### config.mk
export PLATFORM = sky130hd
export DESIGN_NAME = lsu_dtag_perr_ctl
export DESIGN_NICKNAME = d
export VERILOG_FILES = /design/src/rtl/lsu_dtag_perr_ctl.sv
export SDC_FILE = /design/constraint.sdc
export NUM_CORES = 1
export LEC_CHECK = 0
export BUFFER_PORTS_ARGS = -buffer_cell sky130_fd_sc_hd__buf_2
export CAP_MARGIN = 20
export CORE_MARGIN = 2
export CORE_UTILIZATION = 55
export CTS_CLUSTER_DIAMETER = 120
export CTS_CLUSTER_SIZE = 8
export DETAILED_ROUTE_END_ITERATION = 8
export PLACE_DENSITY_LB_ADDON = 0.12
export SETUP_SLACK_MARGIN = 0.4
export SLEW_MARGIN = 5
export SYNTH_ARGS = -nofsm -noshare
export SYNTH_HDL_FRONTEND = slang
export SYNTH_SLANG_ARGS = --single-unit
### constraint.sdc
create_clock -name rclk -period 4.1 [get_ports rclk]
set_clock_uncertainty 0.15 [all_clocks]
set_input_delay 0.205 -clock rclk [delete_from_list [all_inputs] [get_ports rclk]]
set_output_delay 0.205 -clock rclk [all_outputs]
set_load 0.05 [all_outputs]
### src/rtl/lsu_dtag_perr_ctl.sv
// rtl/lsu_dtag_perr_ctl.sv - L1D tag parity error recovery sequencer
// Flushes the errored load, invalidates every way of its set, and logs the event.
module lsu_dtag_perr_ctl #(
    parameter int IDX_W = 7,
    parameter int WAYS  = 4,
    parameter int CNT_W = 8
) (
    input  logic             rclk,
    input  logic             rst_l,
    input  logic [WAYS-1:0]  lsu_rd_dtag_parity_g,
    input  logic             ld_inst_vld_g,
    input  logic [IDX_W-1:0] ld_set_idx_g,
    input  logic             perr_en,
    input  logic             dva_wr_gnt,
    input  logic             log_clr,
    output logic             perr_flush_w2,
    output logic             dva_wr_req,
    output logic [IDX_W-1:0] dva_wr_idx,
    output logic [WAYS-1:0]  dva_wr_way_en,
    output logic             perr_busy,
    output logic             perr_log_vld,
    output logic [IDX_W-1:0] perr_log_idx,
    output logic [WAYS-1:0]  perr_log_way,
    output logic             perr_log_multi,
    output logic [CNT_W-1:0] perr_err_cnt
);
    localparam int PTR_W = (WAYS > 1) ? $clog2(WAYS) : 1;

    typedef enum logic [1:0] {IDLE, INV, DONE} state_t;

    state_t           state, state_nxt;
    logic [PTR_W-1:0] way_ptr, way_ptr_nxt;
    logic [IDX_W-1:0] idx_q;
    logic [WAYS-1:0]  way_q;
    logic             flush_q;
    logic             detect;
    logic             capture;
    logic             last_way;

    assign detect   = ld_inst_vld_g & perr_en & (|lsu_rd_dtag_parity_g);
    assign last_way = (way_ptr == PTR_W'(WAYS - 1));

    always_comb begin
        state_nxt   = state;
        way_ptr_nxt = way_ptr;
        capture     = 1'b0;
        case (state)
            IDLE: begin
                if (detect) begin
                    state_nxt   = INV;
                    way_ptr_nxt = '0;
                    capture     = 1'b1;
                end
            end
            INV: begin
                if (dva_wr_gnt) begin
                    if (last_way) state_nxt = DONE;
                    else          way_ptr_nxt = way_ptr + PTR_W'(1);
                end
            end
            DONE: begin
                state_nxt   = IDLE;
                way_ptr_nxt = '0;
            end
            default: begin
                state_nxt   = IDLE;
                way_ptr_nxt = '0;
            end
        endcase
    end

    always_ff @(posedge rclk or negedge rst_l) begin
        if (!rst_l) begin
            state   <= IDLE;
            way_ptr <= '0;
            flush_q <= 1'b0;
            idx_q   <= '0;
            way_q   <= '0;
        end else begin
            state   <= state_nxt;
            way_ptr <= way_ptr_nxt;
            flush_q <= capture;
            if (capture) begin
                idx_q <= ld_set_idx_g;
                way_q <= lsu_rd_dtag_parity_g;
            end
        end
    end

    // Outputs decode only registered state, never the live inputs.
    assign perr_flush_w2 = flush_q;
    assign perr_busy     = (state != IDLE);
    assign dva_wr_req    = (state == INV);
    assign dva_wr_idx    = dva_wr_req ? idx_q : '0;
    assign dva_wr_way_en = dva_wr_req ? ({{(WAYS-1){1'b0}}, 1'b1} << way_ptr) : '0;

    // A clear coinciding with DONE is applied first, so the new event becomes the first log entry.
    always_ff @(posedge rclk or negedge rst_l) begin
        if (!rst_l) begin
            perr_log_vld   <= 1'b0;
            perr_log_idx   <= '0;
            perr_log_way   <= '0;
            perr_log_multi <= 1'b0;
            perr_err_cnt   <= '0;
        end else if (state == DONE) begin
            if (log_clr || !perr_log_vld) begin
                perr_log_vld   <= 1'b1;
                perr_log_idx   <= idx_q;
                perr_log_way   <= way_q;
                perr_log_multi <= 1'b0;
            end else begin
                perr_log_multi <= 1'b1;
            end
            if (log_clr)
                perr_err_cnt <= CNT_W'(1);
            else if (perr_err_cnt != {CNT_W{1'b1}})
                perr_err_cnt <= perr_err_cnt + CNT_W'(1);
        end else if (log_clr) begin
            perr_log_vld   <= 1'b0;
            perr_log_idx   <= '0;
            perr_log_way   <= '0;
            perr_log_multi <= 1'b0;
            perr_err_cnt   <= '0;
        end
    end
endmodule
==> flow_summary.yaml <==
final_layout:
  final_util_pct: 73.81
  syn_to_final_growth_pct: 26.83
  n_antenna_cell: 0
  drive_above_1_share_pct: 36.84
  seq_area_um2: 925.9
  final_cell_mix: "51 x buf_2, 37 x dfrtp_1, 13 x dlygate4sd3_1"
  fillers: 225
  nNetsFinal: 230
  layout_commonest_cell: "buf_2"
  multi_input_comb_area_um2: 780.7
logic_synthesis:
  ys_types: 39
  syn_area_um2: 1777
  syn_inst: 146
  yosys_warnings: 0
  synth_top_family_by_area: "simple AND/OR/NAND/NOR gates"
  synth_compound_area_share_pct: 14.51
  synthAdderAreaFrac_pct: 3.521
  synthesis.nets: 168
  yosys.area.top_type_share_pct: 52.11
  avgSynthCellArea_um2: 12.17
  ys_seq_area_share_pct: 52.11
  yosys-mux-area-fraction_pct: 10.70
  synth.largest_area_cell: "dfrtp_1"
  synth_xor_area_share_pct: 0
  ys_seq_elements: 37
  synthSimpleGateAreaFrac_pct: 15.21
  synth_area_leaders: "dfrtp_1 52%, mux2_4 7.6%, a22o_1 5.4%"
critical_path:
  crit_buf_inv: 0
  worst_ep_arrival_time_ps: 2170
  cp_max_fo: 12
  worstSetupEndpointType: "flip-flop"
  critPathRequiredTime_ps: 4180
  critPathTopFamily: "simple AND/OR/NAND/NOR gates"
  path_cells: "or2_4, nor3_4, mux2_2"
  critPathLaunchType: "flip-flop"
  slowest_delay_ps: 630
  cpMaxStageDelayCell: "nor3_4"
  crit_type: "reg2reg"
timing:
  rsz0062_at_grt: "false"
  hold_ws_ps: 16.66
  worst_pin_slew_ps: 953.0
  finalWorstSetupSlack_ps: 2011
  fmaxAchievable_mhz: 478.6
  slew_headroom_pct: 36.47
  hold_viol: 0
  finalCritPeriodShare_pct: 50.96
  fin_crit_ps: 2089
  setup_viol: 0
  finalSetupTns_ps: 0
  timing.final.max_slew_violations: 0
clocking:
  ctsResizeCount: 0
  numCtsBuffers: 5
  clkLatencyLatePin_ps: 340
  cts_setup_buffers: 0
  root_buffer: "clkbuf_4"
  htree_levels: 2
  cts_tree: "done"
  ctsLongestPathBuffers: 2
  clk_pin_slew_ps: 110
  clkSinkCount: 37
power_and_ir_drop:
  p_int_w: 0.0007896
  power_frac_clock_pct: 18.4
  p_seq_share_pct: 36.8
  power.density_nw_per_um2: 622.7
  ir_drop_uv: 461.1
  leakagePower_nw: 1.132
  p_sw_share_pct: 43.73
  power_frac_comb_pct: 44.8
  p_sw_w: 0.0006137
job:
  cap_violations: 0
global_route:
  grt_pass1_vias: 1334
  grt_remaining_overflow: 0
  antenna_found_initial: 0
  grt_pass1_wl_mm: 6.251
  grt_max_degree: 38
  globalRouteTotalUtil_pct: 23.17
drt:
  num_vias: 1363
  post_drt_wl_per_cell_um: 15.19
  drc: 0
  dr.pass1.iters: 4
  antenna_left: 0
  routed_wl_mm: 3.843
  vias_per_cell: 5.387
  drtIter0Drc: 63
place:
  post-dp-hpwl_mm: 2.663
  gp_congestion: 0.7726
  io_buffer_count: 51
  pre_cts_slack_ps: 2021
die:
  num_rows: 20
  die_w_um: 60.84
  core_um2: 3053
  io_pins: 52
  initial_core_util_pct: 58.20
  die_y_um: 60.84
  die-area_um2: 3701
status:
  status: "finished clean"
worst_hold_path:
  hp-class: "in2reg"
[final cells by class]
type                            count  share of cell area [%]
Inverter                            6                  0.9994
Tap cell                           44                   2.443
Timing Repair Buffer               64                   17.10
Clock buffer                        5                   1.666
Multi-Input combinational cell     94                   34.65
Sequential cell                    37                   41.09
Clock inverter                      3                   2.054
[cells by family (layout without fill, tap and decap cells)]
logic type,after synthesis,count (layout)
AOI/OAI and AO/OA,33,33
adders and majority gates,5,5
buffers and inverters,15,78
DFF,37,37
muxes,14,14
and+or+nand+nor,42,42
[synth_stat cells]
library cell,n
or3_2,1
nor3_1,1
a41oi_1,3
mux2i_1,1
and2_1,11
mux2_4,9
nand3b_1,3
nand3_1,1
and2b_2,1
buf_6,1
and4_1,1
dfrtp_1,37
and3_1,3
nand2b_1,1
o221ai_1,1
o21ba_2,1
mux2_1,1
a21oi_1,5
o32ai_1,1
nor4_2,1
buf_2,5
o21ai_0,2
a21boi_0,1
nand4b_1,1
a211oi_1,4
a211o_1,1
ha_1,5
clkbuf_1,3
mux2_2,3
nor4_1,1
nor2_1,2
and4b_1,1
nand2_1,8
a311oi_1,3
nor2b_1,3
or2_4,1
inv_1,6
nor3_4,1
a22o_1,11
[state kept, by name, summed over array words and instances, names as in the netlist]
name            count
perr_log_vld        1
way_q               4
perr_flush_w2       1
way_ptr             2
perr_log_idx        7
state               2
idx_q               7
perr_err_cnt        8
perr_log_way        4
perr_log_multi      1
[power by group through the flow]
stage	Combinational [W]	Clock (W)	Sequential, W
finish	0.000629	0.000259	0.000516
global route	0.000667	0.000276	0.000529
CTS	0.000634	0.000264	0.000516
detailed placement	0.000621	0	0.000522
global placement	0.000607	0	0.000513
floorplan	0.000461	0	0.000541
[through the flow]
stage                     cells  total power (W)  instance area (um2)
final                       253         0.001403                 2253
after global routing        253         0.001473                 2253
after CTS                   253         0.001414                 2253
after detailed placement    232         0.001143                 2039
after global placement      232         0.001119                 2039
after floorplan             146         0.001001                 1777
[layer usage]
layer  wire [um]  vias to the layer above  global-route usage [%]
met1        1748                      667                   31.08
met2        1901                       34                   37.48
met3         153                        5                   5.970
li1            -                      657                       -
met4          40                        0                   6.522
met5           0                        -                       0
[what timing repair did]
item / 4_1_cts / 5_1_grt
endpoints found under the setup margin: 0 / 0
hold buffers: 13 / 0
hold endpoints to repair: 49 / 0
[worst paths after layout]
path | from | end | slack (ps) | cells past startpoint
setup / recovery | state[1] | idx_q[6] | 2010 | 3
hold / removal | dva_wr_gnt | state[1] | 20 | 2
setup reg to reg | state[1] | idx_q[6] | 2010 | 3
hold reg to reg | way_q[3] | perr_log_way[3] | 360 | 1
max in group asynchronous | rst_l | perr_err_cnt[3] | 2980 | 2
min in group asynchronous | rst_l | perr_log_idx[5] | 310 | 2
(Power assumes the default switching activity.)
